==> src/rtl/lsu_pkg.sv <==
// lsu_pkg: shared state encoding, RV32I funct3 codes and access-size helpers for the load/store unit
package lsu_pkg;
  typedef enum logic [2:0] {S_IDLE, S_RD, S_LDRESP, S_WR, S_ERR} lsu_state_e;
  localparam logic [2:0] F3_B  = 3'b000;
  localparam logic [2:0] F3_H  = 3'b001;
  localparam logic [2:0] F3_W  = 3'b010;
  localparam logic [2:0] F3_BU = 3'b100;
  localparam logic [2:0] F3_HU = 3'b101;
  function automatic logic is_byte(input logic [2:0] f3);
    return f3[1:0] == F3_B[1:0];
  endfunction
  function automatic logic is_half(input logic [2:0] f3);
    return f3[1:0] == F3_H[1:0];
  endfunction
  // the unused encodings 011/110/111 fall through to a full-word access
  function automatic logic is_word(input logic [2:0] f3);
    return !is_byte(f3) && !is_half(f3);
  endfunction
  function automatic logic is_unsigned(input logic [2:0] f3);
    return f3[2];
  endfunction
  function automatic logic misaligned(input logic [2:0] f3, input logic [1:0] a);
    return is_half(f3) ? a[0] : is_word(f3) ? |a : 1'b0;
  endfunction
endpackage

==> src/rtl/lsu_align.sv <==
// lsu_align: byte/half lane extraction with sign/zero extension (loads) and lane merge into the old word (sub-word stores)
module lsu_align
  import lsu_pkg::*;
(
  input  logic [2:0]  funct3_i,
  input  logic [1:0]  addr_lo_i,
  input  logic [31:0] rdata_i,
  input  logic [31:0] wdata_i,
  output logic [31:0] ld_data_o,
  output logic [31:0] st_data_o
);
  logic [7:0]  b;
  logic [15:0] h;
  logic        sx;
  assign b  = rdata_i[{addr_lo_i, 3'b000} +: 8];
  assign h  = addr_lo_i[1] ? rdata_i[31:16] : rdata_i[15:0];
  assign sx = !is_unsigned(funct3_i);
  assign ld_data_o = is_byte(funct3_i) ? {{24{sx & b[7]}}, b} :
                     is_half(funct3_i) ? {{16{sx & h[15]}}, h} : rdata_i;
  // overwrite only the addressed lane of the word just read back
  always_comb begin
    st_data_o = rdata_i;
    if (is_byte(funct3_i)) st_data_o[{addr_lo_i, 3'b000} +: 8] = wdata_i[7:0];
    else if (is_half(funct3_i)) st_data_o[{addr_lo_i[1], 4'b0000} +: 16] = wdata_i[15:0];
    else st_data_o = wdata_i;
  end
endmodule

==> src/rtl/load_store_unit.sv <==
// load_store_unit: RV32I byte/half/word loads and stores onto a word-addressed memory; LSU_MISALIGN_TRAP_EN enables the misalignment error path
module load_store_unit
  import lsu_pkg::*;
#(
  parameter int N = 32
) (
  input  logic         clk,
  input  logic         rst,
  input  logic         req_valid,
  output logic         req_ready,
  input  logic         req_write,
  input  logic [2:0]   req_funct3,
  input  logic [N-1:0] req_addr,
  input  logic [N-1:0] req_wdata,
  output logic         resp_valid,
  output logic [N-1:0] resp_rdata,
  output logic         resp_err,
  output logic [N-1:0] mem_addr,
  output logic         mem_write_enable,
  output logic [N-1:0] mem_write_data,
  input  logic [N-1:0] mem_read_data
);
  lsu_state_e   state_q, state_d;
  logic         write_q;
  logic [2:0]   f3_q;
  logic [N-1:0] addr_q, wdata_q;
  logic [N-1:0] ld_data, st_data;
  logic         accept, mis;
  assign accept = req_valid && state_q == S_IDLE;
`ifdef LSU_MISALIGN_TRAP_EN
  assign mis      = misaligned(req_funct3, req_addr[1:0]);
  assign resp_err = state_q == S_ERR;
`else
  assign mis      = 1'b0;
  assign resp_err = 1'b0;
`endif
  // next state: full-word stores skip the read, sub-word stores read first to merge
  always_comb begin
    state_d = state_q;
    case (state_q)
      S_IDLE:  state_d = !accept ? S_IDLE : mis ? S_ERR :
                         (req_write && is_word(req_funct3)) ? S_WR : S_RD;
      S_RD:    state_d = write_q ? S_WR : S_LDRESP;
      default: state_d = S_IDLE;
    endcase
  end
  // state register and request latch; reset abandons any in-flight access
  always_ff @(posedge clk or posedge rst) begin
    if (rst) begin
      state_q <= S_IDLE;
      write_q <= 1'b0;
      f3_q    <= '0;
      addr_q  <= '0;
      wdata_q <= '0;
    end else begin
      state_q <= state_d;
      if (accept) begin
        write_q <= req_write;
        f3_q    <= req_funct3;
        addr_q  <= req_addr;
        wdata_q <= req_wdata;
      end
    end
  end
  lsu_align u_align (
    .funct3_i  (f3_q),
    .addr_lo_i (addr_q[1:0]),
    .rdata_i   (mem_read_data),
    .wdata_i   (wdata_q),
    .ld_data_o (ld_data),
    .st_data_o (st_data)
  );
  assign req_ready        = state_q == S_IDLE;
  assign resp_valid       = state_q == S_LDRESP || state_q == S_WR || state_q == S_ERR;
  assign resp_rdata       = state_q == S_LDRESP ? ld_data : '0;
  assign mem_addr         = {2'b00, addr_q[N-1:2]};
  assign mem_write_enable = state_q == S_WR;
  assign mem_write_data   = state_q == S_WR ? st_data : '0;
endmodule

==> config.mk <==
export PLATFORM = sky130hd
export DESIGN_NAME = load_store_unit
export DESIGN_NICKNAME = d
export VERILOG_FILES = /design/src/rtl/lsu_pkg.sv /design/src/rtl/lsu_align.sv /design/src/rtl/load_store_unit.sv
export SDC_FILE = /design/constraint.sdc
export NUM_CORES = 1
export LEC_CHECK = 0
export BUFFER_PORTS_ARGS = -buffer_cell sky130_fd_sc_hd__buf_2
export CORE_UTILIZATION = 44
export CTS_CLUSTER_DIAMETER = 40
export DETAILED_ROUTE_END_ITERATION = 6
export PLACE_DENSITY = 0.76
export SYNTH_ARGS = -nofsm -noshare
export SYNTH_HDL_FRONTEND = slang
export SYNTH_SLANG_ARGS = --single-unit
==> constraint.sdc <==
create_clock -name clk -period 1.98 [get_ports clk]
set_input_delay 0.099 -clock clk [delete_from_list [all_inputs] [get_ports clk]]
set_output_delay 0.099 -clock clk [all_outputs]
set_load 0.005 [all_outputs]
==> results of run 1 <==
==> logic make-up (layout without fill, tap and decap cells) <==
family                     after synthesis  after routing
AOI/OAI and AO/OA                      147            147
adders and majority gates                5              5
buffers and inverters                  118            340
DFF                                     70             70
muxes                                   96             96
other                                    1              3
and+or+nand+nor                         73             73
==> state kept, by name, summed over array words and instances (netlist names) <==
register / cells
addr_q: 32
wdata_q: 32
state_q: 2
write_q: 1
f3_q: 3
==> synthesized netlist by cell type <==
library cell / instances
nor4bb_1: 1
inv_1: 33
a222oi_1: 8
buf_6: 5
a2111oi_1: 3
o21a_1: 8
o21ai_0: 16
a32oi_4: 1
and2_4: 1
a21oi_2: 1
ha_1: 5
nor2b_1: 9
nand2b_1: 2
and2b_1: 1
and4b_1: 1
nor3b_1: 8
mux2_2: 66
o22ai_1: 40
nor3_1: 16
clkbuf_1: 18
mux2i_1: 2
mux2_4: 21
conb_1: 1
nand2_1: 2
a31oi_1: 1
nor2_1: 27
dfrtp_1: 70
mux4_2: 7
buf_4: 40
a211oi_1: 15
buf_8: 2
a2111oi_0: 5
buf_2: 20
or2_1: 1
o31ai_1: 8
and4bb_2: 2
nor2_2: 1
a221oi_1: 41
nor3b_2: 1
==> per-stage QoR <==
| stage | std cells | total power [mW] | utilization (%) | setup TNS, ns |
|---|---|---|---|---|
| after detailed placement | 794 | 9.30 | 53.8 | -0.292 |
| after global routing | 877 | 13.3 | 66.7 | -11.48 |
| after floorplan | 512 | 7.56 | - | 0 |
| final | 877 | 12.6 | 66.7 | -7.63 |
| after global placement | 794 | 9.09 | 53.8 | -0.0339 |
| after CTS | 872 | 12.1 | 64.9 | -7.19 |
==> repair_timing <==
action / CTS / global route
cloned: 3 / 0
hold buffers: 45 / 0
setup buffers: 14 / 5
gates resized for setup: 64 / 38
pin swaps: 38 / 17
endpoints found under the setup margin: 62 / 64
hold endpoints to repair: 70 / 0
==> worst register-to-register path, stage by stage (launching register included) <==
cell and delay (ns):
dfrtp_1 0.42, buf_4 0.17, nor2_2 0.12, and2_4 0.18, buf_12 0.23, mux2_2 0.39
==> layer usage <==
layer  track usage, %  part of all wire (%)  vias to the layer above
met1             38.3                    38                     2583
met3             7.11                    11                       60
met2             51.1                    47                      368
li1                 -                     -                     2347
met4             17.4                   4.2                        0
met5                0                     0                        -
==> power by group through the flow <==
stage	sequential [mW]	combinational [mW]	clock (mW)
3_5_place_dp	2.94	6.36	0
5_1_grt	3.13	8.46	1.71
6_report	3.06	7.96	1.62
2_1_floorplan	2.60	4.96	0
4_1_cts	3.00	7.43	1.64
3_3_place_gp	2.90	6.18	0
==> cell type report <==
type | instances | area (sq um) | share of cell area (%)
flip-flops and latches | 70 | 1750 | 22.8
clock buffers | 12 | 256 | 3.34
repair buffers | 291 | 2020 | 26.4
clock inverters | 4 | 45.0 | 0.587
multi-input cells | 324 | 3290 | 42.9
inverters | 33 | 126 | 1.65
well taps | 143 | 179 | 2.33
==> worst paths after layout <==
path / startpoint / endpoint / cells after the start
max reg2reg: state_q[1] / addr_q[1] / 5
min in group asynchronous: rst / addr_q[9] / 3
max in group asynchronous: rst / addr_q[1] / 4
max: addr_q[0] / mem_write_data[9] / 8
min reg2reg: addr_q[5] / addr_q[5] / 1
min: req_wdata[15] / wdata_q[15] / 2
==> flow_summary.json, run 1 <==
{
  "synth_area_sq_um": 5260,
  "drt_wl_total_um": 19300,
  "critPathLaunchType": "flop",
  "initial_core_util_pct": 45.6,
  "synthTopCellsByArea": "dfrtp_1 33%, mux2_2 14%, a221oi_1 6.8%, mux2_4 6.0%, buf_4 5.7%",
  "p_leak_nw": 3.48,
  "cp_common_cell": "buf_6",
  "avgSynthCellArea_sq_um": 10.3,
  "fin_crit_sh_pct": 112,
  "clock_skew_ns": 0.00512,
  "cp_cell_sequence": "inv_2, ha_4, and4b_2, buf_6, buf_6, a221oi_2, a2111oi_2, buf_2",
  "p_seq_share_pct": 24.2,
  "grt_max_degree": 45,
  "boundaryPins": 203,
  "antenna_found_initial": 0,
  "clkPwrFrac_pct": 12.8,
  "dpl_cell_area_sq_um": 6200,
  "worstMarginPinSlew_ns": 0.575,
  "clkTransAtPathRegs_ns": 0.05,
  "yosys.cell_types.count": 39,
  "maxCapViolCount": 0,
  "switching_power_mw": 5.36,
  "run_status": "finished with violations",
  "clkSinkCount": 70,
  "drive_gt1_share_pct": 59.8,
  "hold_ws_ns": 0.00663,
  "drt_iter0_markers": 631,
  "power.internal_mw": 7.27,
  "die_h_um": 111,
  "diodes": 0,
  "r2r_setup_slack_ns": 0.35,
  "drc": 36,
  "synth_xor_area_share_pct": 0,
  "final_cell_mix": "199 x buf_2, 68 x dfrtp_1, 66 x mux2_2",
  "syn_inst": 510,
  "path_class": "flop to output port",
  "critPathMaxStageDelay_ns": 0.38,
  "rsz0062_at_grt": "true",
  "slew_violations": 0,
  "muxShareOfSynthArea_pct": 23.5,
  "cellPowerDensity_nw_per_um2": 1650,
  "crit_required_ns": 1.88,
  "h-tree-depth": 3,
  "period_minus_slack_ns": 2.22,
  "grt_pass1_vias": 5460,
  "p_sw_share_pct": 42.4,
  "worstHoldPathType": "input pin to flop",
  "mostFrequentLayoutCell": "buf_2",
  "rows": 39,
  "cpMaxStageDelayCell": "dfrtp_1",
  "fillers": 855,
  "synth_top_family_by_area": "multiplexers",
  "fin_area_sq_um": 7680,
  "clk_latency_ns": 0.33,
  "cts.path.max_buffers": 2,
  "wl_per_cell_um": 22.0,
  "die_w_um": 111,
  "area.growth.synth_to_final_pct": 46.1,
  "grt.total_usage_pct": 31.3,
  "synth-simple-area-share_pct": 7.69,
  "dr.pass1.iters": 7,
  "cp.arrival_ns": 2.12,
  "ir_worst_vdd_mv": 1.00,
  "synth_top_area_cell": "dfrtp_1",
  "setup_viol": 56,
  "seq_area_frac_synth_pct": 33.3,
  "timing.fmax_mhz": 450,
  "yosysWarnings": 0,
  "portBuffers": 199,
  "hold_viol": 0,
  "gr-total-overflow": 0,
  "vias_per_cell": 6.11,
  "ys_seq_elements": 70,
  "die-area_sq_um": 12400,
  "numCtsBuffers": 9,
  "layout_setup_ws_ns": -0.244,
  "synth_top_cell_area_share_pct": 33.3,
  "maxSlewHeadroom_pct": 61.6,
  "path_max_fanout": 3,
  "cts_tree": "yes",
  "crit_buf_inv": 4,
  "grt_pass1_wl_um": 29900,
  "hpwl_um": 12800,
  "cts_root_buf": "clkbuf_16",
  "p_comb_share_pct": 63.0,
  "preCtsSetupSlack_ns": -0.129,
  "gp_congestion": 0.875,
  "cp_top_family": "buffers and inverters",
  "synth_compound_area_share_pct": 21.3,
  "fin_nets": 837,
  "synthAdderAreaFrac_pct": 1.19,
  "dr_total_vias": 5358,
  "core_area_sq_um": 11500,
  "violations": "design-rule violations, negative setup slack",
  "antenna_left": 0,
  "end_kind": "output port"
}
Power figures use the tool's default switching activity.
==> inputs of run 2 (changes only) <==
- SKIP_CTS_REPAIR_TIMING: default -> 1
- TNS_END_PERCENT: default -> 1
==> run 2 against run 1 <==
Net effect: the flow still finishes with violations (design-rule violations, negative setup slack); register-to-register slack improved by 0.03 ns; hold slack lost 0.0040 ns; worst setup slack got worse by 0.037 ns; non-clock buffer count is 30 lower; largest cell class unchanged.
==> flow_summary.json, run 2 (synthesized netlist as in run 1, its figures left out) <==
{
  "timing.fmax_mhz": 442,
  "preCtsSetupSlack_ns": -0.129,
  "path_class": "flop to output port",
  "portBuffers": 199,
  "p_leak_nw": 3.26,
  "crit_buf_inv": 4,
  "r2r_setup_slack_ns": 0.38,
  "drt_wl_total_um": 18300,
  "mostFrequentLayoutCell": "buf_2",
  "maxCapViolCount": 0,
  "hold_viol": 0,
  "critPathLaunchType": "flop",
  "h-tree-depth": 3,
  "layout_setup_ws_ns": -0.280,
  "die-area_sq_um": 12400,
  "violations": "design-rule violations, negative setup slack",
  "worstMarginPinSlew_ns": 0.578,
  "grt.total_usage_pct": 28.2,
  "hpwl_um": 12800,
  "dpl.cell_count": 794,
  "fin_cells": 847,
  "crit_required_ns": 1.88,
  "die_w_um": 111,
  "r2r-end": "addr_q[1]",
  "rows": 39,
  "clk_latency_ns": 0.33,
  "cpMaxStageDelayCell": "dfrtp_2",
  "slew_violations": 0,
  "diodes": 0,
  "drt_iter0_markers": 611,
  "hp-start": "req_wdata[25]",
  "drc": 36,
  "antenna_left": 0,
  "vias_per_cell": 6.10,
  "critPathMaxStageDelay_ns": 0.41,
  "area.growth.synth_to_final_pct": 34.8,
  "cp.arrival_ns": 2.16,
  "clkSinkCount": 70,
  "fin_crit_sh_pct": 114,
  "grt_max_degree": 72,
  "path_max_fanout": 4,
  "period_minus_slack_ns": 2.26,
  "cellPowerDensity_nw_per_um2": 1650,
  "antenna_found_initial": 0,
  "dr_total_vias": 5163,
  "reg_top3": "addr_q (32), wdata_q (32), f3_q (3)",
  "initial_core_util_pct": 45.6,
  "finalPower_mw": 11.7,
  "grt_pass1_vias": 4771,
  "boundaryPins": 203,
  "rsz0062_at_grt": "true",
  "cp_common_cell": "buf_6",
  "holdPathStages": 2,
  "die_h_um": 111,
  "dr.pass1.iters": 7,
  "cp_cell_sequence": "inv_4, ha_4, and4b_2, buf_6, buf_6, a221oi_1, a2111oi_2, buf_2",
  "cp_top_family": "buffers and inverters",
  "fin_nets": 807,
  "numCtsBuffers": 9,
  "end_kind": "output port",
  "setup_viol": 56,
  "core_area_sq_um": 11500,
  "reg2reg_from": "state_q[1]",
  "r2r_cells": 5,
  "worstHoldPathType": "input pin to flop",
  "cts.path.max_buffers": 2,
  "ir_worst_vdd_mv": 0.937,
  "maxSlewHeadroom_pct": 61.4,
  "run_status": "finished with violations",
  "cts_root_buf": "clkbuf_16",
  "gp_congestion": 0.875,
  "whs_endpoint": "wdata_q[25]",
  "gr-total-overflow": 0,
  "drive_gt1_share_pct": 54.5,
  "wl_per_cell_um": 21.6,
  "cts_tree": "yes",
  "final_cell_mix": "199 x buf_2, 68 x dfrtp_1, 66 x mux2_2",
  "path_depth": 8,
  "clkTransAtPathRegs_ns": 0.06,
  "fillers": 912,
  "grt_pass1_wl_um": 26900,
  "clock_skew_ns": 0.00288
}
run 2: changes by cell type in the layout (fill, tap and decap cells not counted), sizes merged:
cell and delta:
dlygate4sd3 -19, buf -12, bufbuf -1, clkbuf +2
run 2: worst max-delay path by stage:
stage,endpoint,from,slack [ns]
after floorplan,mem_write_data[31],addr_q[1],0.02
after global placement,mem_write_data[13],addr_q[1],-0.02
after detailed placement,mem_write_data[8],addr_q[1],-0.13
after CTS,mem_write_data[8],addr_q[1],-0.49
after global routing,mem_write_data[10],addr_q[0],-0.36
final,mem_write_data[10],addr_q[1],-0.28
run 2: layer usage:
layer  up-vias  track usage, %  share of wire [%]
met2       320            45.3                 47
met4         0            11.5                3.5
met5         -               0                  0
li1       2294               -                  -
met3        45            7.22                9.8
met1      2504            36.0                 39
run 2: metrics by stage:
| stage | instance area (sq um) | utilization, % | TNS [ns] | hold WS [ns] |
|---|---|---|---|---|
| final | 7080 | 61.5 | -6.89 | 0.00264 |
| after global routing | 7080 | 61.5 | -11.67 | 0.000552 |
| after CTS | 6500 | 56.4 | -12.74 | -0.166 |
| after detailed placement | 6200 | 53.8 | -0.292 | 0.191 |
| after global placement | 6200 | 53.8 | -0.0339 | 0.180 |
| after floorplan | 5300 | - | 0 | 0.247 |
run 2: cell type report:
type                            instances  area [sq um]  share of cell area [%]
Clock buffer                           12           256                    3.62
Clock inverter                          4          45.0                   0.636
Inverter                               33           126                    1.78
Multi-Input combinational cell        324          3030                    42.8
Sequential cell                        70          1750                    24.8
Tap cell                              143           179                    2.53
Timing Repair Buffer                  261          1690                    23.9
run 2: power breakdown:
group / leakage [nW] / total [mW] / switching [mW] / internal (mW)
sequential: 0.819 / 2.99 / 0.813 / 2.18
clock: 0.152 / 1.60 / 0.559 / 1.04
combinational: 2.29 / 7.12 / 3.49 / 3.63
total: 3.26 / 11.7 / 4.86 / 6.84
==> inputs of run 3 (changes only) <==
- REMOVE_ABC_BUFFERS: default -> 1
- SKIP_CTS_REPAIR_TIMING: 1 -> default
==> run 3 against run 2 <==
Net effect: the flow still finishes with violations (design-rule violations, negative setup slack); final area increased by 1.5%; hold slack better by 0.0052 ns; fmax rose by 2.8%; non-clock buffer count increased by 22; wire length is 2.0% lower; cell count grew 2.6%; die area unchanged; critical path type unchanged; largest cell class unchanged; highest routed layer unchanged.
==> flow_summary.json, run 3 (synthesized netlist as in run 1, its figures left out) <==
{
  "portBuffers": 199,
  "dr.pass1.iters": 7,
  "fin_setup_tns_ns": -6.34,
  "drt_wl_total_um": 17900,
  "reg_top3": "addr_q (32), wdata_q (32), f3_q (3)",
  "initial_core_util_pct": 45.6,
  "diodes": 0,
  "core_area_sq_um": 11500,
  "cpMaxStageDelayCell": "dfrtp_2",
  "violations": "design-rule violations, negative setup slack",
  "die_h_um": 111,
  "seqCellArea_sq_um": 1750,
  "cp_top_family": "buffers and inverters",
  "grt.total_usage_pct": 29.3,
  "h-tree-depth": 3,
  "setup_viol": 58,
  "preCtsSetupSlack_ns": -0.0651,
  "drive_gt1_share_pct": 53.7,
  "crit_required_ns": 1.88,
  "maxCapViolCount": 0,
  "grt_max_degree": 71,
  "clkTransAtPathRegs_ns": 0.06,
  "boundaryPins": 203,
  "worstHoldPathType": "input pin to flop",
  "drc": 24,
  "cp.arrival_ns": 2.10,
  "period_minus_slack_ns": 2.20,
  "cts.path.max_buffers": 2,
  "hpwl_um": 11800,
  "gp_congestion": 0.850,
  "critPathLaunchType": "flop",
  "cts_tree": "yes",
  "antenna_left": 0,
  "ir_worst_vdd_mv": 0.803,
  "cellPowerDensity_nw_per_um2": 1610,
  "clkSinkCount": 70,
  "fin_nets": 829,
  "grt_pass1_vias": 5510,
  "gr-total-overflow": 0,
  "path_class": "flop to output port",
  "run_status": "finished with violations",
  "numCtsBuffers": 9,
  "critPathMaxStageDelay_ns": 0.42,
  "die_w_um": 111,
  "vias_per_cell": 6.18,
  "area.growth.synth_to_final_pct": 36.9,
  "reg2reg_from": "state_q[1]",
  "mostFrequentLayoutCell": "buf_2",
  "multi_input_area_sq_um": 2990,
  "clk_latency_ns": 0.33,
  "final_cell_mix": "199 x buf_2, 68 x dfrtp_1, 65 x mux2_2",
  "hp-start": "req_addr[3]",
  "layout_setup_ws_ns": -0.218,
  "grt_pass1_wl_um": 28700,
  "fin_crit_sh_pct": 111,
  "cts_root_buf": "clkbuf_16",
  "wl_per_cell_um": 20.6,
  "crit_buf_inv": 3,
  "post-route-util_pct": 62.5,
  "startpoint": "addr_q[1]",
  "rows": 39,
  "hold_viol": 0,
  "slew_violations": 0,
  "drt_iter0_markers": 738,
  "end_kind": "output port",
  "antenna_found_initial": 0,
  "fillers": 913,
  "die-area_sq_um": 12400,
  "rsz0062_at_grt": "true",
  "p_leak_nw": 3.33,
  "path_max_fanout": 5,
  "clock_skew_ns": 0.00643,
  "timing.fmax_mhz": 455,
  "dr_total_vias": 5367,
  "cp_cell_sequence": "inv_4, ha_4, and4b_1, buf_4, a221oi_1, a2111oi_1, buf_2"
}
run 3: changes by cell type in the layout (fill, tap and decap cells not counted), moves of 5 or more:
cell           before  now
dlygate4sd3_1      26   41
buf_4              18   28
nor2_1             26   20
nor2_2              2    7
run 3: layout make-up:
cell class	count	area share, %
clock buffers	12	3.43
clock inverters	4	0.313
inverters	33	1.77
multi-input cells	324	41.5
flip-flops and latches	70	24.4
well taps	143	2.49
repair buffers	283	26.1
run 3: what timing repair did:
item,in CTS,in global routing
buffers inserted,5,1
pin swaps,25,10
resized for setup,27,24
cloned,2,0
hold buffers,39,2
setup endpoints to repair,63,64
hold endpoints to repair,108,2
run 3: power breakdown:
part	leakage [nW]	total, mW	switching [mW]	internal [mW]
Combinational	2.37	7.28	3.62	3.66
Clock	0.132	1.48	0.601	0.876
Sequential	0.819	2.83	0.649	2.18
run 3: final timing paths:
kind	endpoint	slack, ns	cells past startpoint
max in group asynchronous	addr_q[1]	1.24	4
min in group asynchronous	wdata_q[30]	0.40	4
max	mem_write_data[8]	-0.22	7
min	addr_q[3]	0.008	2
max reg2reg	addr_q[9]	0.38	4
min reg2reg	addr_q[3]	0.50	1
run 3: through the flow:
stage	hold slack (ns)	instance area, sq um	instances	power (mW)
3_5_place_dp	0.207	6200	804	9.17
2_1_floorplan	0.247	4710	427	6.60
3_3_place_gp	0.198	6200	804	8.94
6_report	0.00783	7190	869	11.6
4_1_cts	0.000317	7070	866	11.3
5_1_grt	-0.000919	7190	869	12.3
run 3: per-layer routing:
layer  global-route usage, %  up-vias  share of wire, %
li1                        -     2338                 -
met1                    34.7     2580                37
met2                    48.1      375                47
met3                    9.57       74                12
met4                    13.9        0               3.8
met5                       0        -                 0
